File: config.mk
export PLATFORM = sky130hd
export DESIGN_NAME = id_stage
export DESIGN_NICKNAME = d
export VERILOG_FILES = /design/src/rtl/id_stage.sv
export SDC_FILE = /design/constraint.sdc
export NUM_CORES = 2
export LEC_CHECK = 0
export ABC_AREA = 1
export BUFFER_PORTS_ARGS = -buffer_cell sky130_fd_sc_hd__buf_2
export CELL_PAD_IN_SITES_DETAIL_PLACEMENT = 1
export CELL_PAD_IN_SITES_GLOBAL_PLACEMENT = 1
export CORE_MARGIN = 2
export CORE_UTILIZATION = 47
export CTS_BUF_LIST = sky130_fd_sc_hd__clkbuf_8
export DETAILED_ROUTE_END_ITERATION = 12
export HOLD_SLACK_MARGIN = 0.03
export PLACE_DENSITY_LB_ADDON = 0.1
export REMOVE_ABC_BUFFERS = 1
export SLEW_MARGIN = 20
export SYNTH_ARGS = -nofsm -noshare
export SYNTH_HDL_FRONTEND = slang
export SYNTH_SLANG_ARGS = --single-unit
export TNS_END_PERCENT = 30
File: constraint.sdc
create_clock -name CLK -period 47.8 [get_ports CLK]
set_input_delay 4.78 -clock CLK [delete_from_list [all_inputs] [get_ports CLK]]
set_output_delay 4.78 -clock CLK [all_outputs]
set_load 0.01 [all_outputs]
File: src/rtl/id_stage.sv
// Instruction-decode stage: IF/ID latch, opcode decode, 32x32 register file and registered ID/EX bundle.
// Optional macro ID_WB_BYPASS_EN forwards same-cycle write-back data into the decode reads.
module id_stage #(
   parameter logic [31:0] NOP_INST = 32'h0000_0000
) (
   input  logic        CLK,
   input  logic        RST,
   input  logic [31:0] NEXT_INST_ADR,
   input  logic [31:0] CUR_INST,
   input  logic        STALL,
   input  logic        FLUSH,
   input  logic        WB_REG_WRITE,
   input  logic [4:0]  WB_WRITE_REG,
   input  logic [31:0] WB_WRITE_DATA,
   output logic        EX_VALID,
   output logic [31:0] EX_PC4,
   output logic [31:0] EX_READ_DATA_1,
   output logic [31:0] EX_READ_DATA_2,
   output logic [31:0] EX_SIGN_EXT,
   output logic [4:0]  EX_RS,
   output logic [4:0]  EX_RT,
   output logic [4:0]  EX_RD,
   output logic        EX_REG_DST,
   output logic        EX_ALU_SRC,
   output logic        EX_MEM_TO_REG,
   output logic        EX_REG_WRITE,
   output logic        EX_MEM_READ,
   output logic        EX_MEM_WRITE,
   output logic        EX_BRANCH,
   output logic [1:0]  EX_ALU_OP
);

   localparam logic [5:0] OP_RTYPE = 6'b000000;
   localparam logic [5:0] OP_LW    = 6'b100011;
   localparam logic [5:0] OP_SW    = 6'b101011;
   localparam logic [5:0] OP_BEQ   = 6'b000100;
   localparam logic [5:0] OP_ADDI  = 6'b001000;

   typedef struct packed {
      logic        valid;
      logic [31:0] pc4;
      logic [31:0] read_data_1;
      logic [31:0] read_data_2;
      logic [31:0] sign_ext;
      logic [4:0]  rs;
      logic [4:0]  rt;
      logic [4:0]  rd;
      logic        reg_dst;
      logic        alu_src;
      logic        mem_to_reg;
      logic        reg_write;
      logic        mem_read;
      logic        mem_write;
      logic        branch;
      logic [1:0]  alu_op;
   } id_ex_t;

   logic [31:0] ifid_inst;
   logic [31:0] ifid_pc4;
   logic        ifid_valid;
   logic [31:0] rf [32];
   logic [31:0] rs_data;
   logic [31:0] rt_data;
   id_ex_t      decoded;
   id_ex_t      ex_q;

   // Flush squashes the latch even when the hazard unit also asks for a stall.
   always_ff @(posedge CLK or posedge RST) begin
      if (RST) begin
         ifid_inst  <= NOP_INST;
         ifid_pc4   <= '0;
         ifid_valid <= 1'b0;
      end else if (FLUSH) begin
         ifid_inst  <= NOP_INST;
         ifid_pc4   <= '0;
         ifid_valid <= 1'b0;
      end else if (!STALL) begin
         ifid_inst  <= CUR_INST;
         ifid_pc4   <= NEXT_INST_ADR;
         ifid_valid <= 1'b1;
      end
   end

   always_ff @(posedge CLK or posedge RST) begin
      if (RST) begin
         for (int i = 0; i < 32; i++) rf[i] <= '0;
      end else if (WB_REG_WRITE && (WB_WRITE_REG != 5'd0)) begin
         rf[WB_WRITE_REG] <= WB_WRITE_DATA;
      end
   end

   always_comb begin
      rs_data = (ifid_inst[25:21] == 5'd0) ? 32'd0 : rf[ifid_inst[25:21]];
      rt_data = (ifid_inst[20:16] == 5'd0) ? 32'd0 : rf[ifid_inst[20:16]];
`ifdef ID_WB_BYPASS_EN
      if (WB_REG_WRITE && (WB_WRITE_REG != 5'd0) && (WB_WRITE_REG == ifid_inst[25:21]))
         rs_data = WB_WRITE_DATA;
      if (WB_REG_WRITE && (WB_WRITE_REG != 5'd0) && (WB_WRITE_REG == ifid_inst[20:16]))
         rt_data = WB_WRITE_DATA;
`endif
   end

   // Unknown opcodes fall through with every control low but still count as valid.
   always_comb begin
      decoded             = '0;
      decoded.valid       = 1'b1;
      decoded.pc4         = ifid_pc4;
      decoded.read_data_1 = rs_data;
      decoded.read_data_2 = rt_data;
      decoded.sign_ext    = {{16{ifid_inst[15]}}, ifid_inst[15:0]};
      decoded.rs          = ifid_inst[25:21];
      decoded.rt          = ifid_inst[20:16];
      decoded.rd          = ifid_inst[15:11];
      case (ifid_inst[31:26])
         OP_RTYPE: begin
            decoded.reg_dst   = 1'b1;
            decoded.reg_write = 1'b1;
            decoded.alu_op    = 2'b10;
         end
         OP_LW: begin
            decoded.alu_src    = 1'b1;
            decoded.mem_to_reg = 1'b1;
            decoded.reg_write  = 1'b1;
            decoded.mem_read   = 1'b1;
         end
         OP_SW: begin
            decoded.alu_src   = 1'b1;
            decoded.mem_write = 1'b1;
         end
         OP_BEQ: begin
            decoded.branch = 1'b1;
            decoded.alu_op = 2'b01;
         end
         OP_ADDI: begin
            decoded.alu_src   = 1'b1;
            decoded.reg_write = 1'b1;
         end
         default: ;
      endcase
   end

   always_ff @(posedge CLK or posedge RST) begin
      if (RST) begin
         ex_q <= '0;
      end else if (STALL || !ifid_valid) begin
         ex_q <= '0;
      end else begin
         ex_q <= decoded;
      end
   end

   assign EX_VALID       = ex_q.valid;
   assign EX_PC4         = ex_q.pc4;
   assign EX_READ_DATA_1 = ex_q.read_data_1;
   assign EX_READ_DATA_2 = ex_q.read_data_2;
   assign EX_SIGN_EXT    = ex_q.sign_ext;
   assign EX_RS          = ex_q.rs;
   assign EX_RT          = ex_q.rt;
   assign EX_RD          = ex_q.rd;
   assign EX_REG_DST     = ex_q.reg_dst;
   assign EX_ALU_SRC     = ex_q.alu_src;
   assign EX_MEM_TO_REG  = ex_q.mem_to_reg;
   assign EX_REG_WRITE   = ex_q.reg_write;
   assign EX_MEM_READ    = ex_q.mem_read;
   assign EX_MEM_WRITE   = ex_q.mem_write;
   assign EX_BRANCH      = ex_q.branch;
   assign EX_ALU_OP      = ex_q.alu_op;

endmodule
# [Word-level counts from Yosys, hierarchy flattened]
# Cells that the tools add are included.
[totals] register_bits=1242 latch_bits=0 mem_bits_rw=0 mem_bits_ro=0 input_bits=106 wordCells=98 memories=0
[op_classes] n_addsub=0 mul=0 n_div=0 n_lt_le_gt_ge=4 n_eq_ne=5 n_shift=0 mux=25 n_bitwise=3 n_reduce_logical=10
[op_table] cell="$bwmux 1024" count=1
[op_table] cell="$mux 32" count=11
[op_table] cell="$bmux 32 s5" count=2
[op_table] cell="$demux 32 s5" count=1
[op_table] cell="$mux 153" count=1
[op_table] cell="$ge 6x6->1 const B" count=3
[op_table] cell="$not 5->6" count=3
[op_table] cell="$eq 6x6->1 const B" count=2
[op_table] cell="$logic_not 5->1" count=2
[op_table] cell="$mux 1" count=8
[op_table] cell="$eq 6x3->1 const B" count=1
[op_table] cell="$eq 6x4->1 const B" count=1
[op_table] cell="$logic_not 6->1" count=1
[op_table] cell="$lt 6x1->1 const B" count=1
[op_table] cell="$reduce_or 3->1" count=2
[op_table] cell="$reduce_bool 5->1" count=1
[op_table] cell="$pmux 2 s2" count=1
[op_table] cell="$logic_and 1x1->1" count=2
[op_table] cell="$ne 2x1->1 const B" count=1
[op_table] cell="$logic_not 1->1" count=1
[op_table] cell="$logic_or 1x1->1" count=1

# [Logic depth before layout (Yosys ltp)]
[logic_depth] ltp_word=6 depth_mapped=10 mapped_depth_nobuf=8

# [Worst setup path before layout]
# No wires, ideal clock.
[synth_path] path_kind="input -> register" start="input port WB_REG_WRITE" end="register rf[167] in the netlist's numbering" setup_time_ns=0.133 arrival_ns=5.921 required_time_ns=47.667 path_slack_ns=41.746 cell_stages=6 n_path_buf=1 path_cell_list="inv_2 > nor3_2 > nand2_2 > clkbuf_1 > nand2_1 > o21ai_0"
[synth_via] elab_chain_len=1
[synth_lines] element="start, declared" line="12" text="input logic WB_REG_WRITE,"
[synth_lines] element="$logic_and 1x1->1" line="87" text="end else if (WB_REG_WRITE && (WB_WRITE_REG != 5'd0)) begin"
[synth_lines] element="end signal, assigned by index" line="88" text="rf[WB_WRITE_REG] <= WB_WRITE_DATA;"
[synth_lines] element="end, declared" line="61" text="logic [31:0] rf [32];"
# No other way between the ends.
# A chain may end at the register's enable or synchronous reset.

==> qor.csv <==
metric,value,unit
"EDFF count, synth",0,
placed cell count,10700,
drt first pass iters,5,
DR vias/cell,5.87,
"commonest non-fill, non-tap cells in the layout","nand2_1 (3,023), nand3_1 (1,798), dfrtp_1 (1,209)",
# IOs,259,
Slew @ Worst Pin,1290,ps
Max Slew Vio Count,0,
Layout Utilization,51.7,%
Final Non-Filler Cells,11100,
area of the multi-input gates,28000,um2
Synth Instances,9325,
number of nets in the layout,9221,
Fin Clk Skew,69.5,ps
Post-CTS Setup Bufs,0,
Netlist cell types,23,
RePlAce Congestion,0.807,
CP most frequent cell,buf_4,
Main synth FF type,dfrtp_1,
DP Wirelength,139000,um
Post-CTS Hold Fix Bufs,0,
initial antenna violation count,11,
worst-path fanout max,154,
Layout area overhead,8.91,%
worst relative slew slack,14.2,%
final setup violation count,0,
detailed-route via count,65000,
H-Tree Level Count,4,
largest net degree at the start of global routing,191,
Met1 Wirelength,108000,um
fraction of layout cells with a size suffix above 1,7.95,%
CTS buffer count,215,
Final Cycle Share,16.6,%
core box area,138000,um2
Final Hold Vio Count,0,
worst path bufs/invs,7,
Slowest cell on crit path,buf_4,
Max-cap violations,0,
worst hold start,rf[1008],
largest stage delay on the critical path,840,ps
status,"finished, final reports clean",
RSZ-0062 raised after global routing,false,
"CP delay by family, top",buffers and inverters,
CTS resizes,0,
sequential area share after synthesis,46.7,%
Root Buffer,clkbuf_8,
asr flop ratio synth,100,%
chip width,377,um
GRT Overall Usage,36.4,%
grt ovf,0,
pwr dens,40.7,nW/um2
worst vdd ir,0.0000301,V
# port buffers,258,
Final min period,7950,ps
first-pass GRT wire length,400000,um
crit end category,asynchronous set/reset pin,
fill count,17700,
CP Class,in2async,
die area,142000,um2
post-route ant nets,0,
DRT Wirelength,261000,um
clock slew at reported path FFs,50,ps
drt wl/cell,23.6,um
Max clock buf depth,3,
fmax,0.126,GHz
Worst R2R Start,ifid_inst[21],
Met2 Routed Length,123000,um
setup TNS after final layout,0,ps
first element of the critical path,RST,
Seq. cell area,30500,um2
Post-Syn Area per Cell,7.01,um2
Met3 Wirelength,17000,um
"Arr. time, crit path",8900,ps
CTS tree,yes,
DR DRC count,0,
Worst EP required,48750,ps
P_leak,36.5,nW
# rows,136,
Num Clock Sinks,1219,
CP Launch Type,input pin,
die height,377,um
"most common cell after layout, fill and taps aside",nand2_1,
clk_lat worst skew,1000,ps
Post-Syn Area,65300,um2
final hold slack,407,ps
Starting Density,47.5,%
Ys Warns,0,
1st-iter DRT viols,5824,
CP Cell Sequence,buf_2 > inv_8 > buf_4 > buf_12 > buf_4 > buf_4 > buf_4,
Seq cells post-synth,1219,
Top Metal Used,met5,
worst hold path class,reg2reg,
vias in the first global route,68200,
area by class of cell:
cell class                 count  share of cell area [%]
antenna                        8                  0.0281
clock inverter               114                    1.05
inverter                    1061                    5.67
sequential                  1219                    42.9
multi-input combinational   6270                    39.3
timing repair buffer         348                    2.86
tap                         1794                    3.15
clock buffer                 259                    5.01
metal layers:
metal	track usage (%)	vias to the layer above
met3	5.37	760
met4	17.8	2
met2	60.8	2479
li1	-	29100
met1	46.4	32600
met5	0	-
cell families after synthesis:
| group | synth area share [%] |
|---|---|
| buffers and inverters | 10.8 |
| DFF | 46.7 |
| and+or+nand+nor | 32.9 |
| AOI/OAI and AO/OA | 9.58 |
path summary, 6_finish.rpt:
path	endpoint	slack [ps]	cells after the start
max	EX_RD[2]	39850	7
min	rf[1008]	410	0
max reg2reg	EX_READ_DATA_1[4]	42090	11
min reg2reg	rf[1008]	410	0
max in group CLK	rf[286]	40910	7
min in group asynchronous	rf[408]	3870	2
registers in the layout, summed over array words and instances (netlist names), 2 cells and up:
name	cells
EX_ALU_OP	2
EX_PC4	32
EX_RD	4
EX_READ_DATA_1	32
EX_READ_DATA_2	32
EX_RS	5
EX_RT	5
EX_SIGN_EXT	12
ifid_inst	32
ifid_pc4	32
rf	1024
cell usage after synthesis (4+ instances only):
library cell | instances | area (um2)
buf_1 | 65 | 244
buf_2 | 58 | 290
buf_4 | 23 | 173
clkbuf_1 | 629 | 2360
dfrtp_1 | 1219 | 30500
inv_1 | 1053 | 3950
inv_2 | 8 | 30.0
nand2_1 | 3032 | 11400
nand2_2 | 17 | 106
nand3_1 | 1798 | 9000
nand4_1 | 4 | 25.0
nor2_1 | 192 | 721
nor2_2 | 4 | 25.0
nor3_1 | 8 | 40.0
nor3_2 | 4 | 40.0
o211ai_1 | 128 | 961
o21ai_0 | 1045 | 5230
o21ai_1 | 10 | 50.1
or2_2 | 22 | 138
per-stage QoR:
step           power, mW  setup slack (ps)  instance area, um2
2_1_floorplan       1.75              8670               62300
3_3_place_gp        1.86             38630               66800
3_5_place_dp        1.91             38510               66800
4_1_cts             2.90             39580               71100
5_1_grt             3.06             39200               71200
6_report            2.89             39850               71200
power by group:
part / internal, mW / switching [mW] / total [mW]
Sequential: 1.20 / 0.0934 / 1.29
Combinational: 0.194 / 0.413 / 0.608
Clock: 0.516 / 0.476 / 0.991
(Power assumes the default switching activity.)
